[src/rtl/game_pkg.sv]
// ---------------------------------------------------------------------------
// Module : game_pkg
// Brief  : Shared state encoding, BCD limits and score helper for the math game.
// Rev    : 1.0  initial release
// ---------------------------------------------------------------------------
`default_nettype none

package game_pkg;

   localparam logic [2:0] IDLE    = 3'd0;
   localparam logic [2:0] ARM     = 3'd1;
   localparam logic [2:0] PLAY    = 3'd2;
   localparam logic [2:0] CORRECT = 3'd3;
   localparam logic [2:0] MISS    = 3'd4;
   localparam logic [2:0] OVER    = 3'd5;

   localparam logic [3:0] BCD_MAX   = 4'd9;
   localparam logic [7:0] SCORE_MAX = 8'h99;

   // Two-digit BCD increment that sticks at 99 instead of wrapping.
   function automatic logic [7:0] bcd_inc(input logic [7:0] v);
      if (v == SCORE_MAX)
         return v;
      else if (v[3:0] == BCD_MAX)
         return {v[7:4] + 4'd1, 4'd0};
      else
         return {v[7:4], v[3:0] + 4'd1};
   endfunction

endpackage

`default_nettype wire

[src/rtl/bcd_score_counter.sv]
// ---------------------------------------------------------------------------
// Module : bcd_score_counter
// Brief  : Saturating 2-digit BCD score register with clear and increment.
// Rev    : 1.0  initial release
// ---------------------------------------------------------------------------
`default_nettype none

module bcd_score_counter
   import game_pkg::*;
(
   input  logic       Clock,
   input  logic       Reset,
   input  logic       Clear,
   input  logic       Inc,
   output logic [3:0] Tens,
   output logic [3:0] Ones
);

   logic [7:0] r_score;

   always_ff @(posedge Clock) begin
      if (Reset || Clear)
         r_score <= 8'h00;
      else if (Inc)
         r_score <= bcd_inc(r_score);
   end

   assign Tens = r_score[7:4];
   assign Ones = r_score[3:0];

endmodule

`default_nettype wire

[src/rtl/round_controller.sv]
// ---------------------------------------------------------------------------
// Module : round_controller
// Brief  : Round sequencer for the binary math game: drives the countdown
//          timer, judges answers, keeps BCD score, lives and flash feedback.
//          Macro ROUND_LIVES_EN enables multi-life play (LIVES lives).
// Rev    : 1.0  initial release
// ---------------------------------------------------------------------------
`default_nettype none

module round_controller
   import game_pkg::*;
#(
   parameter int LIVES        = 3,
   parameter int FLASH_CYCLES = 4,
   parameter int MISS_CYCLES  = 4
) (
   input  logic       Clock,
   input  logic       Reset,
   input  logic       Start,
   input  logic       Submit,
   input  logic       Correct,
   input  logic       TimeUp,
   output logic       TimerEnable,
   output logic       TimerReconfig,
   output logic       NewProblem,
   output logic [3:0] ScoreTens,
   output logic [3:0] ScoreOnes,
   output logic [1:0] Lives,
   output logic       Flash,
   output logic       GameOver
);

   localparam int c_HOLD_MAX = (FLASH_CYCLES > MISS_CYCLES) ? FLASH_CYCLES : MISS_CYCLES;
   localparam int c_CW       = $clog2(c_HOLD_MAX + 1);
   localparam logic [c_CW-1:0] c_FLASH_LOAD = c_CW'(FLASH_CYCLES - 1);
   localparam logic [c_CW-1:0] c_MISS_LOAD  = c_CW'(MISS_CYCLES - 1);

`ifdef ROUND_LIVES_EN
   localparam logic [1:0] c_LIVES_INIT = 2'(LIVES);
`else
   // Single-life play: the LIVES parameter has no effect on the start value.
   localparam logic [1:0] c_LIVES_INIT = (LIVES > 0) ? 2'd1 : 2'd1;
`endif

   logic [2:0]      r_state;
   logic [1:0]      r_lives;
   logic [c_CW-1:0] r_flash_cnt;
   logic            r_play_first;
   logic            w_hit;
   logic            w_start_game;

   assign w_hit        = (r_state == PLAY) && Submit && Correct;
   assign w_start_game = ((r_state == IDLE) || (r_state == OVER)) && Start;

   always_ff @(posedge Clock) begin
      if (Reset) begin
         r_state      <= IDLE;
         r_lives      <= c_LIVES_INIT;
         r_flash_cnt  <= '0;
         r_play_first <= 1'b0;
      end else begin
         r_play_first <= 1'b0;
         case (r_state)
            IDLE, OVER: begin
               if (Start) begin
                  r_state <= ARM;
                  r_lives <= c_LIVES_INIT;
               end
            end
            ARM: begin
               r_state      <= PLAY;
               r_play_first <= 1'b1;
            end
            PLAY: begin
               // A correct answer beats a simultaneous TimeUp; TimeUp is
               // masked while the timer is still reloading.
               if (Submit && Correct) begin
                  r_state     <= CORRECT;
                  r_flash_cnt <= c_FLASH_LOAD;
               end else if (Submit || (TimeUp && !r_play_first)) begin
                  r_state     <= MISS;
                  r_lives     <= r_lives - 2'd1;
                  r_flash_cnt <= c_MISS_LOAD;
               end
            end
            CORRECT: begin
               if (r_flash_cnt == '0)
                  r_state <= ARM;
               else
                  r_flash_cnt <= r_flash_cnt - 1'b1;
            end
            MISS: begin
               if (r_flash_cnt == '0)
                  r_state <= (r_lives == 2'd0) ? OVER : ARM;
               else
                  r_flash_cnt <= r_flash_cnt - 1'b1;
            end
            default: begin
               r_state <= IDLE;
            end
         endcase
      end
   end

   bcd_score_counter u_score (
      .Clock (Clock),
      .Reset (Reset),
      .Clear (w_start_game),
      .Inc   (w_hit),
      .Tens  (ScoreTens),
      .Ones  (ScoreOnes)
   );

   assign TimerEnable   = (r_state == PLAY);
   assign TimerReconfig = (r_state == ARM);
   assign NewProblem    = (r_state == ARM);
   assign Flash         = (r_state == CORRECT) || (r_state == MISS);
   assign GameOver      = (r_state == OVER);
   assign Lives         = r_lives;

endmodule

`default_nettype wire

[config.mk]
export PLATFORM = sky130hd
export DESIGN_NAME = round_controller
export DESIGN_NICKNAME = d
export VERILOG_FILES = /design/src/rtl/game_pkg.sv /design/src/rtl/bcd_score_counter.sv /design/src/rtl/round_controller.sv
export SDC_FILE = /design/constraint.sdc
export NUM_CORES = 1
export LEC_CHECK = 0
export ABC_CLOCK_PERIOD_IN_PS = 2400
export CORE_ASPECT_RATIO = 1.4
export CORE_UTILIZATION = 43
export DETAILED_ROUTE_END_ITERATION = 10
export HOLD_SLACK_MARGIN = 0.08
export PLACE_DENSITY = 0.69
export RECOVER_POWER = 50
export SETUP_SLACK_MARGIN = 0.15
export SYNTH_ARGS = -nofsm -noshare
export SYNTH_HDL_FRONTEND = slang
export SYNTH_SLANG_ARGS = --single-unit
[constraint.sdc]
create_clock -name Clock -period 2.4 [get_ports Clock]
set_input_delay 0.6 -clock Clock [delete_from_list [all_inputs] [get_ports Clock]]
set_output_delay 0.6 -clock Clock [all_outputs]
set_load 0.005 [all_outputs]
==> flow_summary.yaml <==
floorplan:
  start_util_pct: 46.1
  dieWidth_um: 43.1
  die_height_um: 59.5
  io_pins: 21
  core-area_um2: 2200
  rows: 20
  die_area_um2: 2560
placement:
  place_hpwl_um: 1680
  gp_congestion: 0.788
  portBuffers: 20
global_route:
  grt_max_degree: 11
  met1_usage_pct: 20.7
  grt_pass1_wl_um: 3840
  globalRoute.busiestLayer: "met2"
  grt_pass1_vias: 899
  use_met3_pct: 4.88
  track_usage_pct: 20.1
  grt-ovfl-total: 0
  antenna_found_initial: 0
  met2_usage_pct: 35.4
route:
  drtPass1Iterations: 3
  detail-route-antenna-nets: 0
  wl_per_cell_um: 13.8
  vias: 960
  vias_per_cell: 5.82
  post-route-drc-count: 0
  drt_wl_total_um: 2270
  drt_iter0_drc: 23
yosys:
  avgSynthCellArea_um2: 8.68
  synthFlopType: "dfxtp_1"
  post-synth-top-area-cell: "dfxtp_1"
  ys_warn_count: 0
  ys_types: 46
  ys_seq_area_share_pct: 33.5
  synth_cells: 117
  yosys-top-cells-area: "dfxtp_1 33%, ha_1 6.2%, inv_1 4.4%"
  synth_top_area_share_pct: 33.5
  synth_edf_count: 0
  async_reset_ff_share_pct: 0
  syn-num-nets: 128
  netlist_area_um2: 1020
  synth-seq-cells: 17
timing:
  skew_ns: 0.000650
  hold_slack_ns: 0.483
  final_hold_viol_count: 0
  rsz0062_at_grt: "no"
  setup_violations: 0
  drv_slew: 0
  fmax_mhz: 463
  setup-tns-final_ns: 0
  tightest_slew_ns: 0.605
  max_slew_margin_pct: 59.2
  layout_min_cycle_time_ns: 2.16
  layout_worst_path_cycle_share_pct: 89.9
power:
  power.switching_uw: 213
  vdd_drop_max_v: 0.000390
  power.internal_uw: 466
  leakagePower_uw: 0.000540
  pwr-share-comb_pct: 29.8
  cellPowerDensity_nw_per_um2: 513
  clkPwrFrac_pct: 23.6
  seqPwrFrac_pct: 46.6
  swShare_pct: 31.4
cells_and_area:
  final_nets: 155
  area_growth_pct: 30.3
  drive_gt1_share_pct: 18.2
  diodes: 0
clock_network:
  cts_tree: "yes"
  clkTransAtPathRegs_ns: 0.10
  cts_sinks: 17
  clock_latency_ns: 0.30
  numCtsBuffers: 3
  ctsLongestPathBuffers: 2
  cts-root-buf: "clkbuf_4"
  cts-hold-fix-buffers: 0
  htree_levels: 1
flow_run:
  drv_cap: 0
setup_path:
  crit_path_end_kind: "output pin"
  critical_path_class: "reg2out"
  cp_max_fo: 7
  crit_arrival_ns: 1.56
  startpoint_type: "flop"
  required_ns: 1.80
run_status:
  status: "completed"
min_path:
  hold_path.class: "reg2reg"
cells by family after synthesis:
group	Yosys count	share of synthesized area, %
buf+inv	18	8.50
compound gates	28	21.1
fa+ha+maj	5	6.16
simple gates	41	23.4
flops	17	33.5
mux	3	3.08
xor+xnor	5	4.31
final cells by class:
cell class                 count  area (µm²)
timing repair buffer          28         262
tap                           22        27.5
multi-input combinational     82         612
sequential                    17         349
clock buffer                   4        26.3
inverter                      12        47.5
fill                         205         878
worst paths after layout:
path	cells past startpoint	slack, ns	end	from
worst min-delay path	2	0.48	r_flash_cnt[1]	r_flash_cnt[1]
worst max-delay path	3	0.24	NewProblem	r_state[1]
worst min register to register	2	0.48	r_flash_cnt[1]	r_flash_cnt[1]
worst max register to register	7	0.59	r_state[2]	r_flash_cnt[0]
through the flow:
step,worst slack [ns],instance area [µm²],total power [µW],instances,util [%]
finish,0.242,1320,679,165,60.1
CTS,0.142,1310,670,164,59.3
floorplan,0.731,1020,439,117,-
global placement,0.208,1230,488,157,56.0
global route,0.181,1320,714,165,60.1
detailed placement,0.169,1230,493,157,56.0
synth_stat cells (2+ instances only):
library cell	count
nor3_1	7
nor4_1	3
mux2i_1	2
clkbuf_1	2
o21bai_1	3
nand3_1	4
a211oi_1	2
inv_1	12
xnor2_1	4
a21oi_1	6
nor2_1	8
dfxtp_1	17
ha_1	5
buf_6	2
a211o_1	2
nand2b_1	2
nand2_1	7
worst max-delay path, cell delays in order (launching register included):
cell and delay [ns]:
dfxtp_4 0.38, buf_4 0.16, nor3_4 0.19, clkdlybuf4s50_1 0.53
power by group through the flow:
| stage | Clock, µW | Sequential (µW) | Combinational [µW] |
|---|---|---|---|
| floorplan | 0 | 312 | 127 |
| global placement | 0 | 326 | 162 |
| detailed placement | 0 | 327 | 166 |
| CTS | 160 | 318 | 193 |
| global route | 175 | 318 | 221 |
| finish | 160 | 316 | 203 |
sequential cells by signal, indices dropped and copies added (netlist names):
| signal | count |
|---|---|
| Lives | 2 |
| r_flash_cnt | 3 |
| r_play_first | 1 |
| r_state | 3 |
| u_score.r_score | 8 |
timing repair:
| action | 4_1_cts | 5_1_grt |
|---|---|---|
| setup endpoints to repair | 5 | 5 |
| buffers inserted | 3 | 1 |
| gates resized for setup | 10 | 5 |
layout by cell type, fill, tap and decap left out, drive strengths merged, types with 2 or more instances in the layout:
cell type | synthesis | final
dfxtp | 17 | 17
inv | 12 | 12
clkdlybuf4s50 | 0 | 10
dlygate4sd3 | 0 | 8
nor2 | 8 | 8
nand2 | 7 | 7
buf | 4 | 7
nor3 | 7 | 7
a21oi | 6 | 6
ha | 5 | 5
clkbuf | 2 | 5
xnor2 | 4 | 4
nand3 | 4 | 4
nor4 | 4 | 4
o21bai | 3 | 3
nand2b | 2 | 2
a211oi | 2 | 2
o21ai | 2 | 2
mux2i | 2 | 2
a211o | 2 | 2
dlymetal6s2s | 0 | 2
and3b | 2 | 2
routing by layer:
layer / vias to the layer above / part of all wire [%]
met2: 16 / 55
met3: 7 / 3.0
li1: 474 / -
met1: 463 / 40
met5: - / 0
met4: 0 / 2.8
Note: power is estimated with default switching activity, not from simulation.
==> RTL edit 1 (same flow settings) <==
Set the parameter `MISS_CYCLES` to 8 (it was 4).
--- a/src/rtl/round_controller.sv
+++ b/src/rtl/round_controller.sv
@@ -12,7 +12,7 @@
 #(
    parameter int LIVES        = 3,
    parameter int FLASH_CYCLES = 4,
-   parameter int MISS_CYCLES  = 4
+   parameter int MISS_CYCLES  = 8
 ) (
    input  logic       Clock,
    input  logic       Reset,
Check against the original RTL: not equivalent (Yosys sat finds a counterexample within 10 cycles, from zero or initial values and one cycle with Reset high).
==> RTL edit 1 against the original RTL <==
Cell area rose by 9.3%; largest cell class unchanged; worst setup slack got worse by 0.046 ns; sequential cell count rose by 1; synthesized area rose by 7.4%; global-route usage rose by 0.62 points; via count rose by 12%; wire length rose by 16%.
Power is not compared: it rests on default switching activity, and its combinational part moved more than twofold at a synthesized area within 25%.
==> RTL edit 1: results (changes against the original RTL) <==
metric,value,unit,change
status,finished clean,,
most common library cells after synthesis,"dfxtp_1 (18), inv_1 (11), nand2_1 (10)",,
vias in the first global route,974,,+8.3%
HPWL Detailed,1750,microns,+4.4%
final RePlAce weighted congestion,0.787,,-0.15%
Ys Warns,0,,unchanged
cell family with most CP delay,buffers and inverters,,
Slew @ Worst Pin,0.554,ns,-0.0516 ns
Fill cells,216,,+5.4%
PortBufs,20,,unchanged
layout cells sized above 1,16.4,%,-1.8 points
1st-iter DRT viols,15,,-35%
Clock Path Buffers,2,,unchanged
first-pass GRT wire length,4180,microns,+8.8%
"Seq/Total Area, Yosys",33.0,%,-0.47 points
area fraction in compound gates after synthesis,19.6,%,-1.4 points
"Remaining Overflow, GRT",0,,unchanged
"top cells by area, synth","dfxtp_1 (33%), ha_1 (4.6%), inv_1 (3.8%)",,
clk_lat worst skew,0.29,ns,
hold crit path type,register to register,,
CTS Buf Count,3,,unchanged
largest net degree at the start of global routing,11,,unchanged
"FFs w/ async S/R, synth",0,%,unchanged
Largest regs,"u_score.r_score x8, r_flash_cnt x4, r_state x3",,
Final Critical Period,2.20,ns,+0.0456 ns
"Arr. time, crit path",1.60,ns,+0.04 ns
CP max stage cell,clkdlybuf4s50_1,,
"setup slack, reg-to-reg",0.41,ns,-0.18 ns
CTS root buf,clkbuf_4,,
mux cell area share after synthesis,0.917,%,-2.2 points
initial antenna violation count,0,,unchanged
Crit Path Max Fanout,6,,-1
Slowest Stage Delay on Critical Path,0.49,ns,-0.04 ns
post-synth cell types,49,,+6.5%
"Top FF cell, synth",dfxtp_1,,
antenna cells,0,,unchanged
GRT Total Usage,20.7,%,+0.62 points
H-tree depth,1,,unchanged
clk slew on worst S/H paths,0.11,ns,
Post-Synth Adder-Cell Area,4.59,%,-1.6 points
Final nets,170,,+9.7%
"Net Count, Synth",139,,+8.6%
Setup Skew,0.00514,ns,+0.00449 ns
First-pass DRT Iterations,4,,+1
Finish-stage setup viols,0,,unchanged
"wirelength, routed",2640,microns,+16%
Fin Hold WS,0.515,ns,+0.0324 ns
Synth Area in XOR/XNOR,3.21,%,-1.1 points
vias,1079,,+12%
worst vdd ir,0.390,mV,
-- RTL edit 1: cell families (layout without fill, tap and decap cells) --
group / after synthesis / count (layout)
muxes: 1 / 1
buffers and inverters: 17 / 47
DFF: 18 / 18
and+or+nand+nor: 56 / 56
adders and majority gates: 4 / 4
xor gates and xnor gates: 4 / 4
AOI/OAI and AO/OA: 29 / 29
-- RTL edit 1: report_power, final --
group / total [mW] / switching, mW / internal [mW]
Clock: 0.190 / 0.0976 / 0.0924
Sequential: 0.400 / 0.0548 / 0.346
Combinational: 0.521 / 0.254 / 0.267
Total: 1.11 / 0.406 / 0.705
-- RTL edit 1: per-layer routing --
metal  part of all wire [%]  vias up  track usage, %  wire length [microns]
met5                      0        -               0                      0
li1                       -      534               -                      -
met2                     56       27            39.9                   1480
met3                    3.6        2            2.35                     95
met4                   0.76        0            9.96                     20
met1                     40      516            21.8                   1050
-- RTL edit 1: path summary, 6_finish.rpt --
| path | from | end | cells past startpoint |
|---|---|---|---|
| worst max-delay path | r_state[1] | GameOver | 4 |
| worst max register to register | r_state[1] | r_flash_cnt[2] | 6 |
| worst min-delay path | Lives[1] | Lives[1] | 2 |
| worst min register to register | Lives[1] | Lives[1] | 2 |
-- RTL edit 1: layout make-up --
type / count / area, sq um / share of cell area [%]
Clock buffer: 4 / 36.3 / 2.51
Inverter: 12 / 46.3 / 3.20
Multi-Input combinational cell: 94 / 672 / 46.5
Sequential cell: 18 / 365 / 25.3
Tap cell: 34 / 42.5 / 2.94
Timing Repair Buffer: 31 / 284 / 19.6
-- RTL edit 1: what timing repair did --
item	4_1_cts	5_1_grt
gates resized for setup	6	7
buffers inserted	9	1
endpoints found under the setup margin	5	5
pin swaps	1	0
hold endpoints to repair	0	0
-- RTL edit 1: worst register-to-register path, cell delays in order, from the launching register on --
cell and delay (ns):
dfxtp_1 0.45, or3b_1 0.42, clkinvlp_2 0.11, clkbuf_1 0.31, o21a_1 0.29, nor2_1 0.08
o32ai_1 0.25
-- RTL edit 1: stage by stage --
| stage | cell area, sq um | std cells | util (%) | total power [mW] | setup WS (ns) |
|---|---|---|---|---|---|
| global route | 1450 | 193 | 60.5 | 1.19 | 0.124 |
| floorplan | 1090 | 129 | - | 0.694 | 0.737 |
| finish | 1450 | 193 | 60.5 | 1.11 | 0.197 |
| global placement | 1310 | 179 | 54.9 | 0.804 | 0.238 |
| detailed placement | 1310 | 179 | 54.9 | 0.813 | 0.205 |
| CTS | 1430 | 192 | 59.9 | 1.10 | 0.110 |
==> RTL edit 2 (config.mk and constraints unchanged) <==
Made on the original files. Register the outputs `TimerEnable`, `TimerReconfig`, `NewProblem`, `Flash` and `GameOver`, cleared by the reset; this adds one clock of latency there. The other outputs are not delayed to match.
--- a/src/rtl/round_controller.sv
+++ b/src/rtl/round_controller.sv
@@ -111,11 +111,21 @@
       .Ones  (ScoreOnes)
    );
 
-   assign TimerEnable   = (r_state == PLAY);
-   assign TimerReconfig = (r_state == ARM);
-   assign NewProblem    = (r_state == ARM);
-   assign Flash         = (r_state == CORRECT) || (r_state == MISS);
-   assign GameOver      = (r_state == OVER);
+   always_ff @(posedge Clock) begin
+      if (Reset) begin
+         TimerEnable   <= '0;
+         TimerReconfig <= '0;
+         NewProblem    <= '0;
+         Flash         <= '0;
+         GameOver      <= '0;
+      end else begin
+         TimerEnable   <= (r_state == PLAY);
+         TimerReconfig <= (r_state == ARM);
+         NewProblem    <= (r_state == ARM);
+         Flash         <= (r_state == CORRECT) || (r_state == MISS);
+         GameOver      <= (r_state == OVER);
+      end
+   end
    assign Lives         = r_lives;
 
 endmodule
Behaviour: not the same (a bounded check fails within 4 cycles, from zero or initial values and one cycle with Reset high).
==> RTL edit 2 against the original RTL <==
Core utilization decreased by 4.3 points; total power is 14% higher; count of clock-buffer cells in the layout did not move; wire length shrank 5.1%; via count down 0.42%; sequential cell count rose by 3; worst setup slack better by 0.29 ns; cell area rose by 2.0%; register-to-register slack worse by 0.04 ns; synthesized area is 9.4% higher; critical endpoint is now ScoreTens[0].
==> RTL edit 2: results (changes against the original RTL) <==
metric,value,unit,change
clk slew on worst S/H paths,0.11,ns,
final RePlAce weighted congestion,0.885,,+12%
"Net Count, Synth",138,,+7.8%
"top cells by area, synth","dfxtp_1 (36%), ha_1 (5.6%), nor2_1 (4.4%)",,
clk_lat worst skew,0.30,ns,about the same
Crit Path Max Fanout,5,,-2
met3 global-route usage,1.74,%,-3.1 points
Reg-to-Reg End,Lives[0],,
H-tree depth,1,,unchanged
Post-Place Cells,177,,+13%
final count of hold timing violations,0,,unchanged
cell family with most CP delay,buffers and inverters,,
Placement Setup Slack,0.238,ns,+0.0687 ns
"Seq/Total Area, Yosys",36.0,%,+2.5 points
First-pass DRT Iterations,4,,+1
CTS root buf,clkbuf_4,,
met1 Use GR,20.1,%,-0.64 points
worst vdd ir,0.302,mV,-23%
CP endpoint,ScoreTens[0],,
Setup Skew,0.00239,ns,+0.00174 ns
Slowest Stage Delay on Critical Path,0.53,ns,about the same
hold crit path type,register to register,,
Worst Setup SP,u_score.r_score[4],,
"wirelength, routed",2160,microns,-5.1%
Via-to-Cell Ratio,5.28,,-9.2%
Fill cells,231,,+13%
R2R cell count,4,,-3
Final nets,159,,+2.6%
Reg2Reg Launch Point,r_state[1],,
"FFs w/ async S/R, synth",0,%,unchanged
initial antenna violation count,0,,unchanged
"Arr. time, crit path",1.27,ns,-0.29 ns
CTS Buf Count,3,,unchanged
layout cells sized above 1,8.84,%,-9.3 points
Ys Warns,0,,unchanged
1st-iter DRT viols,20,,-13%
setup bufs post-CTS,0,,-3
HPWL Detailed,1690,microns,+0.36%
Leak,0.512,nW,-5.2%
first-pass GRT wire length,3620,microns,-5.9%
Resized Gates After CTS,0,,-10
GRT Total Usage,16.8,%,-3.3 points
M2 GR Usage,29.0,%,-6.4 points
PwrDens,573,nW/um^2,+12%
Largest regs,"u_score.r_score x8, r_flash_cnt x3, r_state x3",,
status,finished clean,,
vias,956,,-0.42%
post-synth cell types,46,,unchanged
largest net degree at the start of global routing,15,,+4
vias in the first global route,870,,-3.2%
antenna cells,0,,unchanged
CP max stage cell,clkdlybuf4s50_1,,
Fmax,0.535,GHz,+15%
Slew @ Worst Pin,0.369,ns,-0.237 ns
"setup slack, reg-to-reg",0.55,ns,-0.04 ns
Clock Path Buffers,2,,unchanged
placed cell areas,1330,sq um,+7.8%
most common library cells after synthesis,"dfxtp_1 (20), nor2_1 (13), inv_1 (10)",,
synthesized area per cell,8.75,sq um,+0.75%
PortBufs,20,,unchanged
RTL edit 2: changes by cell type in the layout (fill, tap and decap cells not counted), moves of 3 or more:
cell             delta
clkdlybuf4s50_1     +6
dfxtp_1             +6
nor2_1              +6
buf_4               -4
dlygate4sd3_1       -4
nor2b_1             +3
o21ai_0             +3
o21bai_1            -3
RTL edit 2: report_power, final:
| group | switching, mW | internal, mW | total, mW |
|---|---|---|---|
| registers | 0.0205 | 0.355 | 0.375 |
| logic | 0.110 | 0.0916 | 0.202 |
| clock network | 0.104 | 0.0926 | 0.197 |
| total | 0.235 | 0.539 | 0.774 |
RTL edit 2: cell type report:
cell class | count | area, sq um | share of cell area [%]
Clock buffer | 4 | 36.3 | 2.69
Tap cell | 34 | 42.5 | 3.15
Sequential cell | 20 | 400 | 29.7
Inverter | 10 | 37.5 | 2.78
Multi-Input combinational cell | 89 | 607 | 44.9
Timing Repair Buffer | 24 | 226 | 16.8
RTL edit 2: worst min-delay path by stage:
stage | to | depth (start not counted) | slack, ns | start
after detailed placement | r_flash_cnt[1] | 2 | 0.46 | r_flash_cnt[1]
after floorplan | r_flash_cnt[1] | 2 | 0.43 | r_flash_cnt[1]
after global placement | r_flash_cnt[1] | 2 | 0.45 | r_flash_cnt[1]
final | r_flash_cnt[1] | 2 | 0.47 | r_flash_cnt[1]
after CTS | r_flash_cnt[1] | 2 | 0.48 | r_flash_cnt[1]
after global routing | r_flash_cnt[1] | 2 | 0.51 | r_flash_cnt[1]
RTL edit 2: kinds of logic (layout without fill, tap and decap cells):
family	Yosys count	count (layout)	share of synthesized area (%)
muxes	4	4	3.72
buffers and inverters	18	38	8.33
xor gates and xnor gates	4	4	3.15
and+or+nand+nor	51	51	27.7
AOI/OAI and AO/OA	25	25	15.4
DFF	20	20	36.0
adders and majority gates	5	5	5.63
RTL edit 2: worst reg2reg max path: stages (launching register included):
cell     delay (ns)
dfxtp_1        0.50
or3b_1         0.51
nor3_1         0.38
or3_1          0.21
mux2i_1        0.18
RTL edit 2: per-layer routing:
layer | wire, microns | up-vias | share of wire [%]
li1 | - | 483 | -
met2 | 1090 | 22 | 50
met4 | 57 | 0 | 2.6
met3 | 65 | 7 | 3.0
met5 | 0 | - | 0
met1 | 944 | 444 | 44
